**src/rtl/sched_pkg.sv**
```systemverilog
// Shared types for the vadd job scheduler: job descriptor and FSM state.
// No ports. Localparam widths match the top-level parameter defaults.
package sched_pkg;

  localparam int SCHED_ADDR_W = 13;
  localparam int SCHED_LEN_W  = 32;

  typedef struct packed {
    logic [SCHED_ADDR_W-1:0] addr_a;
    logic [SCHED_ADDR_W-1:0] addr_b;
    logic [SCHED_ADDR_W-1:0] addr_out;
    logic [SCHED_LEN_W-1:0]  len;
  } job_t;

  typedef enum logic [1:0] {
    IDLE  = 2'd0,
    CHECK = 2'd1,
    RUN   = 2'd2
  } sched_state_t;

endpackage

```
**src/rtl/sched_desc_fifo.sv**
```systemverilog
// Synchronous descriptor FIFO holding job_t entries.
// Ports:
//   clk, rst_n        clock, asynchronous active-low reset
//   push_i, data_i    write request and descriptor (ignored when full or flushing)
//   pop_i             read request (ignored when empty or flushing)
//   flush_i           drop every stored entry at the next edge
//   data_o            head entry (valid when not empty)
//   count_o           occupancy, full_o / empty_o status
module sched_desc_fifo
  import sched_pkg::*;
#(
  parameter int DEPTH = 4
) (
  input  logic                   clk,
  input  logic                   rst_n,
  input  logic                   push_i,
  input  job_t                   data_i,
  input  logic                   pop_i,
  input  logic                   flush_i,
  output job_t                   data_o,
  output logic [$clog2(DEPTH):0] count_o,
  output logic                   full_o,
  output logic                   empty_o
);

  localparam int AW = $clog2(DEPTH);

  job_t        mem_q [DEPTH];
  logic [AW:0] wr_q, wr_d;
  logic [AW:0] rd_q, rd_d;
  logic        do_push;

  // Extra pointer MSB distinguishes full from empty when the index bits match.
  assign full_o  = (wr_q[AW] != rd_q[AW]) && (wr_q[AW-1:0] == rd_q[AW-1:0]);
  assign empty_o = (wr_q == rd_q);
  assign count_o = wr_q - rd_q;
  assign data_o  = mem_q[rd_q[AW-1:0]];
  assign do_push = push_i && !full_o && !flush_i;

  always_comb begin
    wr_d = wr_q;
    rd_d = rd_q;
    if (flush_i) begin
      rd_d = wr_q;
    end else begin
      if (do_push)            wr_d = wr_q + 1'b1;
      if (pop_i && !empty_o)  rd_d = rd_q + 1'b1;
    end
  end

  always_ff @(posedge clk or negedge rst_n) begin
    if (!rst_n) begin
      wr_q <= '0;
      rd_q <= '0;
    end else begin
      wr_q <= wr_d;
      rd_q <= rd_d;
    end
  end

  // Storage carries no reset; entries are only read once written.
  always_ff @(posedge clk) begin
    if (do_push) mem_q[wr_q[AW-1:0]] <= data_i;
  end

endmodule

```
**src/rtl/vadd_job_scheduler.sv**
```systemverilog
// Command front-end for the vadd compute engine. Queues job descriptors,
// launches the engine one job at a time and drops zero-length jobs.
// Ports:
//   clk, rst_n                 clock, asynchronous active-low reset
//   job_valid/job_ready        descriptor handshake; job_addr_a/b/out, job_len fields
//   flush                      discard queued (not in-flight) descriptors
//   cu_start, cu_addr_*/cu_len one-cycle engine start and held operands
//   cu_done                    engine completion pulse
//   busy, pending              activity flag and FIFO occupancy
//   jobs_done, jobs_dropped    wrapping completion / drop counters
//   busy_cycles                saturating RUN-cycle counter, present only when
//                              SCHED_PERF_EN is defined
module vadd_job_scheduler
  import sched_pkg::*;
#(
  parameter int ADDR_WIDTH = SCHED_ADDR_W,
  parameter int LEN_WIDTH  = SCHED_LEN_W,
  parameter int FIFO_DEPTH = 4,
  parameter int CNT_WIDTH  = 16
) (
  input  logic                          clk,
  input  logic                          rst_n,
  input  logic                          job_valid,
  output logic                          job_ready,
  input  logic [ADDR_WIDTH-1:0]         job_addr_a,
  input  logic [ADDR_WIDTH-1:0]         job_addr_b,
  input  logic [ADDR_WIDTH-1:0]         job_addr_out,
  input  logic [LEN_WIDTH-1:0]          job_len,
  input  logic                          flush,
  output logic                          cu_start,
  output logic [ADDR_WIDTH-1:0]         cu_addr_a,
  output logic [ADDR_WIDTH-1:0]         cu_addr_b,
  output logic [ADDR_WIDTH-1:0]         cu_addr_out,
  output logic [LEN_WIDTH-1:0]          cu_len,
  input  logic                          cu_done,
`ifdef SCHED_PERF_EN
  output logic [31:0]                   busy_cycles,
`endif
  output logic                          busy,
  output logic [$clog2(FIFO_DEPTH):0]   pending,
  output logic [CNT_WIDTH-1:0]          jobs_done,
  output logic [CNT_WIDTH-1:0]          jobs_dropped
);

  sched_state_t         state_q, state_d;
  job_t                 op_q, op_d;
  logic                 start_q, start_d;
  logic [CNT_WIDTH-1:0] done_cnt_q, done_cnt_d;
  logic [CNT_WIDTH-1:0] drop_cnt_q, drop_cnt_d;

  job_t fifo_in, fifo_head;
  logic fifo_full, fifo_empty, fifo_push, fifo_pop;

  assign fifo_in.addr_a   = job_addr_a;
  assign fifo_in.addr_b   = job_addr_b;
  assign fifo_in.addr_out = job_addr_out;
  assign fifo_in.len      = job_len;

  // Ready uses the pre-pop count, and a flush refuses the same-cycle push.
  assign job_ready = !fifo_full && !flush;
  assign fifo_push = job_valid && job_ready;

  sched_desc_fifo #(
    .DEPTH(FIFO_DEPTH)
  ) u_fifo (
    .clk    (clk),
    .rst_n  (rst_n),
    .push_i (fifo_push),
    .data_i (fifo_in),
    .pop_i  (fifo_pop),
    .flush_i(flush),
    .data_o (fifo_head),
    .count_o(pending),
    .full_o (fifo_full),
    .empty_o(fifo_empty)
  );

  always_comb begin
    state_d    = state_q;
    op_d       = op_q;
    start_d    = 1'b0;
    done_cnt_d = done_cnt_q;
    drop_cnt_d = drop_cnt_q;
    fifo_pop   = 1'b0;
    case (state_q)
      IDLE: begin
        // A flush discards the head too, so no pop that cycle.
        if (!fifo_empty && !flush) begin
          fifo_pop = 1'b1;
          op_d     = fifo_head;
          state_d  = CHECK;
        end
      end
      CHECK: begin
        if (op_q.len == '0) begin
          drop_cnt_d = drop_cnt_q + 1'b1;
          state_d    = IDLE;
        end else begin
          start_d = 1'b1;
          state_d = RUN;
        end
      end
      RUN: begin
        if (cu_done) begin
          done_cnt_d = done_cnt_q + 1'b1;
          state_d    = IDLE;
        end
      end
      default: state_d = IDLE;
    endcase
  end

  always_ff @(posedge clk or negedge rst_n) begin
    if (!rst_n) begin
      state_q    <= IDLE;
      op_q       <= '0;
      start_q    <= 1'b0;
      done_cnt_q <= '0;
      drop_cnt_q <= '0;
    end else begin
      state_q    <= state_d;
      op_q       <= op_d;
      start_q    <= start_d;
      done_cnt_q <= done_cnt_d;
      drop_cnt_q <= drop_cnt_d;
    end
  end

  assign cu_start     = start_q;
  assign cu_addr_a    = op_q.addr_a;
  assign cu_addr_b    = op_q.addr_b;
  assign cu_addr_out  = op_q.addr_out;
  assign cu_len       = op_q.len;
  assign busy         = (state_q != IDLE) || (pending != '0);
  assign jobs_done    = done_cnt_q;
  assign jobs_dropped = drop_cnt_q;

`ifdef SCHED_PERF_EN
  logic [31:0] busy_cyc_q, busy_cyc_d;

  always_comb begin
    busy_cyc_d = busy_cyc_q;
    if (state_q == RUN && busy_cyc_q != '1) busy_cyc_d = busy_cyc_q + 32'd1;
  end

  always_ff @(posedge clk or negedge rst_n) begin
    if (!rst_n) busy_cyc_q <= '0;
    else        busy_cyc_q <= busy_cyc_d;
  end

  assign busy_cycles = busy_cyc_q;
`endif

endmodule
```
**config.mk**
```make
export PLATFORM = sky130hd
export DESIGN_NAME = vadd_job_scheduler
export DESIGN_NICKNAME = d
export VERILOG_FILES = /design/src/rtl/sched_pkg.sv /design/src/rtl/sched_desc_fifo.sv /design/src/rtl/vadd_job_scheduler.sv
export SDC_FILE = /design/constraint.sdc
export NUM_CORES = 1
export LEC_CHECK = 0
export ABC_AREA = 1
export ABC_CLOCK_PERIOD_IN_PS = 7900
export CORE_MARGIN = 8
export CORE_UTILIZATION = 35
export DETAILED_ROUTE_END_ITERATION = 7
export GPL_TIMING_DRIVEN = 0
export SYNTH_ARGS = -nofsm -noshare
export SYNTH_HDL_FRONTEND = slang
export SYNTH_SLANG_ARGS = --single-unit
```
**constraint.sdc**
```tcl
create_clock -name clk -period 7.9 [get_ports clk]
set_clock_uncertainty 0.1 [all_clocks]
set_input_delay 1.185 -clock clk [delete_from_list [all_inputs] [get_ports clk]]
set_output_delay 1.185 -clock clk [all_outputs]
set_load 0.005 [all_outputs]
```
==> flow_metrics.env, run 1 <==
export IMPL_drive_gt1_frac=0.0861
export IMPL_syn_to_final_growth_pct=27.2
export IMPL_root_buffer="clkbuf_16"
export IMPL_std_cell_rows=77
export IMPL_final_nets=1656
export IMPL_postCtsSetupBuffers=0
export IMPL_cp_arrival_ns=3.11
export IMPL_synth_async_reset_ratio=0.283
export IMPL_firstDrtPassIters=7
export IMPL_dieWidth_um=228
export IMPL_critPathMaxFanout=10
export IMPL_synth_edf_count=284
export IMPL_gr_total_overflow=0
export IMPL_p_per_area_mw_per_mm2=365
export IMPL_finalHoldViolCount=0
export IMPL_ys_types=30
export IMPL_syn_area_per_cell_um2=11.8
export IMPL_final_cell_mix="nand2_1, edfxtp_1, nor2_1"
export IMPL_hold_start="cu_addr_out[1]"
export IMPL_cts_resized=0
export IMPL_crit_chain="buf_2 > inv_1 > buf_2 > ha_1 > a31oi_1 > clkdlybuf4s50_1"
export IMPL_min_to="cu_addr_out[1]"
export IMPL_cts_max_level=2
export IMPL_antenna_found_initial=5
export IMPL_end_kind="primary output"
export IMPL_ys_seq_area_frac=0.723
export IMPL_finalNonFillerCells=2196
export IMPL_crit_type="reg -> out"
export IMPL_syn_inst=1332
export IMPL_reg2reg_slack_ns=4.22
export IMPL_ctsHoldBuffers=0
export IMPL_coreArea_mm2=0.0442
export IMPL_slew_viol_final=0
export IMPL_final_common_cell="nand2_1"
export IMPL_grt_pass1_vias=10700
export IMPL_dp_cells=2117
export IMPL_wl_mm=41.4
export IMPL_status="finished clean"
export IMPL_critPathMaxStageDelay_ns=0.55
export IMPL_ff2ff_path_depth=8
export IMPL_slew_headroom=0.375
export IMPL_clk_pin_slew_ns=0.06
export IMPL_grt_pass1_wl_mm=62.6
export IMPL_crit_path_top_delay_cell="clkdlybuf4s50_1"
export IMPL_synth_flop_cell="edfxtp_1"
export IMPL_ios=185
export IMPL_rsz0062_at_grt="no"
export IMPL_crit_path_start_kind="register"
export IMPL_multi_input_area_mm2=0.00388
export IMPL_grt_total_usage=0.157
export IMPL_r2r_start="u_fifo.rd_q[1]"
export IMPL_worstMarginPinSlew_ns=0.935
export IMPL_setup_viol=0
export IMPL_numCtsBuffers=43
export IMPL_drtAntennaViolNets=0
export IMPL_via_per_inst=4.84
export IMPL_timing_rr_end="u_fifo.mem_q[3][50]"
export IMPL_numClockSinks=396
export IMPL_drv_cap=0
export IMPL_vias=10600
export IMPL_synth_area_mm2=0.0157
export IMPL_ys_warn_count=0
export IMPL_ys_ff_latch=396
export IMPL_die_height_um=228
export IMPL_drt_iter0_drc=734
export IMPL_gp_congestion=0.798
export IMPL_grt_start_max_net_pins=82
export IMPL_start_util=0.355
export IMPL_p_total_mw=7.27
export IMPL_nFillCells=4065
export IMPL_die_area_mm2=0.0518
export IMPL_seqCellArea_mm2=0.0113
export IMPL_fmaxAchievable_ghz=0.227
export IMPL_post_route_period_util=0.557
export IMPL_cts_buffer_depth=3
export IMPL_clk_latency_ns=0.56
export IMPL_hold_class="reg -> reg"
export IMPL_port_buffers=184
export IMPL_peakVddDrop_mv=0.171
export IMPL_synth_nets=1418
export IMPL_hold_path_cell_count=2
export IMPL_wire_per_inst_um=18.8
export IMPL_drc=0
export IMPL_path_common_cell="buf_2"
export IMPL_worstPathRequired_ns=6.61
export IMPL_cts_tree="built"
export IMPL_leakage_nw=7.58
export IMPL_dpl_hpwl_mm=26.8
export IMPL_period_needed_ns=4.40
export IMPL_crit_start="u_fifo.rd_q[1]"
-- sequential cells by signal, indices dropped and copies added, names as in the netlist --
| register | cells |
|---|---|
| u_fifo.mem_q | 284 |
| cu_len | 32 |
| jobs_done | 16 |
| jobs_dropped | 16 |
| cu_addr_a | 13 |
| cu_addr_b | 13 |
| cu_addr_out | 13 |
| u_fifo.rd_q | 3 |
| u_fifo.wr_q | 3 |
| state_q | 2 |
| cu_start | 1 |
-- worst max path at each step --
stage / cells past startpoint / to / slack [ns]
2_1_floorplan: 3 / u_fifo.mem_q[0][0] / 2.85
3_5_place_dp: 6 / job_ready / 3.94
3_3_place_gp: 4 / u_fifo.mem_q[3][48] / -0.62
6_report: 6 / job_ready / 3.50
4_1_cts: 6 / job_ready / 3.32
5_1_grt: 6 / job_ready / 3.30
-- report_power, final --
part | internal [mW] | leakage (nW) | switching [mW]
combinational | 0.941 | 2.86 | 1.45
sequential | 2.63 | 4.01 | 0.190
clock | 1.23 | 0.716 | 0.838
-- metal layers --
| layer | part of all wire | vias up | global-route usage | routed length (um) |
|---|---|---|---|---|
| li1 | - | 5082 | - | - |
| met5 | 0.00099 | - | 0 | 41 |
| met1 | 0.43 | 5210 | 0.200 | 17900 |
| met3 | 0.062 | 64 | 0.0375 | 2570 |
| met4 | 0.018 | 6 | 0.0451 | 754 |
| met2 | 0.49 | 270 | 0.266 | 20100 |
-- cell families after synthesis --
logic type / synth area share
AO/OA/AOI/OAI: 0.0772
XOR/XNOR: 0.0123
adder cells (fa/ha/maj): 0.00846
buffers and inverters: 0.0321
flip-flops: 0.723
AND/OR/NAND/NOR: 0.147
-- cell type report --
| type | instances | area share |
|---|---|---|
| Sequential cell | 396 | 0.568 |
| Tap cell | 592 | 0.0371 |
| Inverter | 41 | 0.00772 |
| Buffer | 64 | 0.0175 |
| Antenna cell | 1 | 0.000125 |
| Multi-Input combinational cell | 831 | 0.194 |
| Clock inverter | 23 | 0.0137 |
| Clock buffer | 55 | 0.0593 |
| Timing Repair Buffer | 193 | 0.102 |
-- worst max-delay path: cells and delay by family, from the launching register on --
| kind | cells | cell delay [ns] |
|---|---|---|
| compound gates | 1 | 0.24 |
| flops | 1 | 0.40 |
| fa+ha+maj | 1 | 0.36 |
| buf+inv | 4 | 1.53 |
-- through the flow --
step                      hold WS, ns  cell area, um^2   util  setup TNS [ns]  worst slack (ns)
after floorplan                 0.365            15700      -               0              2.85
after global placement          0.357            18300  0.413         -136.01            -0.623
after detailed placement        0.357            18500  0.418               0              3.94
after CTS                       0.371            19900  0.451               0              3.32
after global routing            0.396            19900  0.451               0              3.30
final                           0.366            19900  0.451               0              3.50
-- synth_stat cells (2+ instances only) --
cell type / count / area share
nand2_1: 314 / 0.075
dfrtp_1: 112 / 0.18
nand4_1: 8 / 0.0032
o21ai_0: 149 / 0.048
nor2_1: 194 / 0.046
o22ai_1: 72 / 0.029
edfxtp_1: 284 / 0.54
nand3_2: 3 / 0.0019
inv_1: 38 / 0.0091
buf_2: 18 / 0.0057
clkbuf_1: 33 / 0.0079
ha_1: 9 / 0.0072
buf_4: 4 / 0.0019
nor2_4: 2 / 0.0014
buf_6: 8 / 0.0057
xnor2_1: 10 / 0.0056
nand3_1: 37 / 0.012
xor2_1: 12 / 0.0067
nand2_2: 12 / 0.0048
inv_2: 3 / 0.00072
Note: power is estimated with default switching activity, not from simulation.
==> run 2, diff against run 1 <==
- ABC_CLOCK_PERIOD_IN_PS: 7900 -> 4370
- clock period: 7.9 -> 4.37 ns (I/O delays scaled with it)
==> flow_metrics.env, run 2 (synthesis gave the netlist of run 1 again) <==
export IMPL_start_util=0.355
export IMPL_port_buffers=184
export IMPL_final_area_mm2=0.0200
export IMPL_post_route_period_util=0.890
export IMPL_setup_viol=0
export IMPL_vias=10700
export IMPL_crit_path_top_delay_cell="clkdlybuf4s50_1"
export IMPL_worstPathRequired_ns=3.61
export IMPL_grt_pass1_wl_mm=62.6
export IMPL_path_common_cell="buf_2"
export IMPL_via_per_inst=4.86
export IMPL_drt_iter0_drc=748
export IMPL_cp_arrival_ns=3.13
export IMPL_drv_cap=0
export IMPL_worstMarginPinSlew_ns=0.945
export IMPL_crit_buf_inv=4
export IMPL_clk_latency_ns=0.56
export IMPL_min_to="cu_addr_out[1]"
export IMPL_coreArea_mm2=0.0442
export IMPL_grt_total_usage=0.157
export IMPL_fmaxAchievable_ghz=0.257
export IMPL_die_height_um=228
export IMPL_numCtsBuffers=43
export IMPL_antenna_found_initial=5
export IMPL_firstDrtPassIters=5
export IMPL_hold_class="reg -> reg"
export IMPL_grt_start_max_net_pins=82
export IMPL_std_cell_rows=77
export IMPL_final_cell_mix="nand2_1, edfxtp_1, nor2_1"
export IMPL_rsz0062_at_grt="no"
export IMPL_largest_reg_flops=284
export IMPL_p_per_area_mw_per_mm2=659
export IMPL_drc=0
export IMPL_dieWidth_um=228
export IMPL_status="finished clean"
export IMPL_numClockSinks=396
export IMPL_ios=185
export IMPL_crit_chain="buf_2 > inv_1 > buf_2 > ha_1 > a31oi_1 > clkdlybuf4s50_1"
export IMPL_postCtsSetupBuffers=0
export IMPL_placed_area_mm2=0.0185
export IMPL_drive_gt1_frac=0.0860
export IMPL_crit_type="reg -> out"
export IMPL_slew_viol_final=0
export IMPL_clk_pin_slew_ns=0.06
export IMPL_finalHoldViolCount=0
export IMPL_gr_total_overflow=0
export IMPL_dpl_hpwl_mm=26.8
export IMPL_drtAntennaViolNets=0
export IMPL_cts_buffer_depth=3
export IMPL_grt_pass1_vias=10700
export IMPL_leakage_nw=7.59
export IMPL_syn_to_final_growth_pct=27.2
export IMPL_critPathMaxFanout=10
export IMPL_final_common_cell="nand2_1"
export IMPL_path_delay_family="buffers and inverters"
export IMPL_slew_headroom=0.369
export IMPL_end_kind="primary output"
export IMPL_r2r_start="u_fifo.rd_q[1]"
export IMPL_final_nets=1657
export IMPL_reg2reg_slack_ns=0.65
export IMPL_cts_max_level=2
export IMPL_gp_congestion=0.798
export IMPL_hold_start="cu_addr_out[1]"
export IMPL_timing_rr_end="u_fifo.mem_q[3][50]"
export IMPL_crit_path_start_kind="register"
export IMPL_cts_tree="built"
export IMPL_p_total_mw=13.2
export IMPL_wl_mm=41.4
export IMPL_critPathMaxStageDelay_ns=0.55
export IMPL_root_buffer="clkbuf_16"
export IMPL_period_needed_ns=3.89
export IMPL_wire_per_inst_um=18.8
export IMPL_hold_path_cell_count=2
export IMPL_ff2ff_path_depth=8
export IMPL_die_area_mm2=0.0518
export IMPL_peakVddDrop_mv=0.309
run 2: cell count changes in the layout (fill, tap and decap cells not counted):
cell           change
dlygate4sd3_1      +1
run 2: how the worst max path moves through the flow:
stage | start | end | slack [ns] | depth (start not counted)
global placement | u_fifo.rd_q[1] | u_fifo.mem_q[3][48] | -4.12 | 7
CTS | u_fifo.rd_q[1] | job_ready | 0.32 | 6
finish | u_fifo.rd_q[1] | job_ready | 0.48 | 6
floorplan | u_fifo.rd_q[1] | u_fifo.mem_q[0][0] | -0.63 | 7
global route | u_fifo.rd_q[1] | job_ready | 0.30 | 6
detailed placement | u_fifo.rd_q[1] | u_fifo.mem_q[3][48] | 0.55 | 8
run 2: what timing repair did:
action                                 4_1_cts  5_1_grt
resized for setup                            0        0
hold buffers                                 1        0
endpoints found under the hold margin       31        0
run 2: stage by stage:
| stage | std cells | utilization | TNS (ns) | hold WS [ns] | setup slack [ns] |
|---|---|---|---|---|---|
| after floorplan | 1332 | - | -177.90 | 0.260 | -0.626 |
| after global placement | 2108 | 0.413 | -1412.46 | 0.357 | -4.12 |
| after detailed placement | 2117 | 0.418 | 0 | 0.357 | 0.555 |
| after CTS | 2196 | 0.451 | 0 | 0.371 | 0.319 |
| after global routing | 2196 | 0.451 | 0 | 0.396 | 0.298 |
| final | 2197 | 0.451 | 0 | 0.367 | 0.480 |
run 2: per-layer routing:
layer  vias up  track usage  part of all wire
met3        63       0.0373             0.063
met1      5221        0.200              0.43
li1       5089            -                 -
met4         6       0.0451             0.018
met5         -            0           0.00099
met2       296        0.266              0.49
run 2: tightest hold or removal path: cells and delay by family (launching register included):
family | cells | cell delay (ns)
simple gates | 2 | 0.10
flops | 1 | 0.34
run 2: cell type report:
cell class,instances,area (um^2)
plain buffers,64,349
diodes,1,2.50
inverters,41,154
fillers,4064,24300
repair buffers,194,2040
well taps,592,741
clock inverters,23,274
flip-flops and latches,396,11300
multi-input cells,831,3880
clock buffers,55,1180
run 2: where the power goes:
part / switching [mW] / leakage (nW) / internal (mW) / total (mW)
Sequential: 0.344 / 4.01 / 4.75 / 5.10
Clock: 1.51 / 0.716 / 2.22 / 3.74
Combinational: 2.62 / 2.86 / 1.70 / 4.32
==> run 3, diff against run 2 <==
- ABC_CLOCK_PERIOD_IN_PS: 4370 -> 4550
- SLEW_MARGIN: unset -> 20
- clock period: 4.37 -> 4.55 ns (I/O delays scaled with it)
==> flow_metrics.env, run 3 (synthesis gave the netlist of run 1 again) <==
export IMPL_root_buffer="clkbuf_16"
export IMPL_combPwrFrac=0.332
export IMPL_grt_pass1_wl_mm=62.6
export IMPL_crit_path_start_kind="register"
export IMPL_numCtsBuffers=43
export IMPL_seqCellArea_mm2=0.0113
export IMPL_dpl_hpwl_mm=27.3
export IMPL_drc=0
export IMPL_gp_congestion=0.798
export IMPL_use_met2=0.268
export IMPL_reg2reg_slack_ns=0.92
export IMPL_slew_viol_final=0
export IMPL_p_sw_mw=4.28
export IMPL_path_common_cell="buf_2"
export IMPL_largest_reg_flops=284
export IMPL_die_height_um=228
export IMPL_start_util=0.355
export IMPL_die_area_mm2=0.0518
export IMPL_finalNonFillerCells=2202
export IMPL_post_route_util=0.453
export IMPL_sw_frac_of_total=0.339
export IMPL_grt_start_max_net_pins=82
export IMPL_cts_tree="built"
export IMPL_multi_input_area_mm2=0.00388
export IMPL_final_cell_mix="nand2_1, edfxtp_1, nor2_1"
export IMPL_wire_per_inst_um=18.7
export IMPL_grtUsageMet1=0.200
export IMPL_wl_mm=41.3
export IMPL_grt_busiest_layer="met2"
export IMPL_nFillCells=4028
export IMPL_end_kind="primary output"
export IMPL_clk_pin_slew_ns=0.06
export IMPL_firstDrtPassIters=5
export IMPL_leakage_nw=7.61
export IMPL_rsz0062_at_grt="no"
export IMPL_final_common_cell="nand2_1"
export IMPL_hold_class="reg -> reg"
export IMPL_clk_latency_ns=0.56
export IMPL_status="finished clean"
export IMPL_worstMarginPinSlew_ns=0.662
export IMPL_crit_chain="buf_2 > inv_1 > buf_2 > ha_1 > a31oi_1 > clkdlybuf4s50_1"
export IMPL_cp_arrival_ns=3.11
export IMPL_final_area_mm2=0.0200
export IMPL_clkPwrFrac=0.281
export IMPL_coreArea_mm2=0.0442
export IMPL_grt_pass1_vias=10800
export IMPL_fin_ws_ns=0.657
export IMPL_drive_gt1_frac=0.0858
export IMPL_via_per_inst=4.85
export IMPL_crit_buf_inv=4
export IMPL_port_buffers=184
export IMPL_antenna_found_initial=5
export IMPL_grt_use_met3=0.0430
export IMPL_syn_to_final_growth_pct=27.8
export IMPL_crit_path_top_delay_cell="clkdlybuf4s50_1"
export IMPL_pwr_share_seq=0.388
export IMPL_slew_headroom=0.558
export IMPL_setup_viol=0
export IMPL_peakVddDrop_mv=0.303
export IMPL_fmaxAchievable_ghz=0.257
export IMPL_cts_max_level=2
export IMPL_crit_type="reg -> out"
export IMPL_place_ws_ns=0.810
export IMPL_numClockSinks=396
export IMPL_gr_total_overflow=0
export IMPL_p_int_mw=8.33
export IMPL_path_delay_family="buffers and inverters"
export IMPL_p_per_area_mw_per_mm2=629
export IMPL_finalHoldViolCount=0
export IMPL_post_route_period_util=0.856
export IMPL_cts_buffer_depth=3
export IMPL_final_nets=1661
export IMPL_critPathMaxFanout=10
export IMPL_drt_iter0_drc=671
export IMPL_vias=10700
export IMPL_dieWidth_um=228
export IMPL_drv_cap=0
export IMPL_period_needed_ns=3.89
export IMPL_postCtsSetupBuffers=0
export IMPL_placed_area_mm2=0.0186
export IMPL_ios=185
export IMPL_drtAntennaViolNets=0
export IMPL_std_cell_rows=77
export IMPL_dp_cells=2121
export IMPL_critPathMaxStageDelay_ns=0.55
export IMPL_worstPathRequired_ns=3.77
export IMPL_grt_total_usage=0.158
run 3: changes by cell type in the layout (fill, tap and decap cells not counted):
cell        previous run  this run
clkbuf_1              40        44
buf_6                  9         8
clkinv_4               2         0
clkinv_1               1         2
clkinvlp_4             2         3
buf_16                 1         5
clkbuf_8               4         2
buf_8                  1         2
clkinv_2               9         8
run 3: power by group through the flow:
stage | Combinational (mW) | Sequential (mW) | Clock, mW
floorplan | 2.20 | 4.96 | 0
global placement | 4.11 | 5.02 | 0
detailed placement | 4.27 | 4.96 | 0
CTS | 4.28 | 4.90 | 3.63
global route | 4.66 | 4.96 | 3.77
finish | 4.18 | 4.89 | 3.54
run 3: worst min-delay path, cell delays in order, from the launching register on:
cell	delay (ns)
dfrtp_1	0.34
nand2_1	0.05
nand2_1	0.05
run 3: worst paths after layout:
path	start	end	cells after the start
setup reg to reg	u_fifo.rd_q[1]	u_fifo.mem_q[3][51]	9
hold reg to reg	cu_addr_out[1]	cu_addr_out[1]	2
min in group asynchronous	rst_n	jobs_dropped[5]	2
setup / recovery	u_fifo.rd_q[1]	job_ready	6
hold / removal	cu_addr_out[1]	cu_addr_out[1]	2
max in group asynchronous	rst_n	cu_addr_b[3]	3
run 3: layout make-up:
class,count,area share
clock buffers,57,0.0584
repair buffers,198,0.108
multi-input cells,831,0.193
diodes,1,0.000125
inverters,41,0.00768
well taps,592,0.0370
clock inverters,22,0.0131
plain buffers,64,0.0174
flip-flops and latches,396,0.565
run 3: layer usage:
layer  share of wire  routed length, um
met1            0.43              17700
met2            0.49              20100
met3           0.065               2700
met4           0.017                690
met5          0.0013                 55
run 3: through the flow:
stage               total power [mW]  hold slack (ns)   TNS, ns
floorplan                       7.16            0.287   -126.78
global placement                9.14            0.357  -1344.20
detailed placement              9.23            0.357         0
CTS                             12.8            0.371         0
global route                    13.4            0.402         0
finish                          12.6            0.369         0
run 3: what timing repair did:
action | in CTS | in global routing
hold buffers | 1 | 0
endpoints found under the hold margin | 31 | 0
gates resized for setup | 0 | 0
endpoints found under the setup margin | 0 | 0
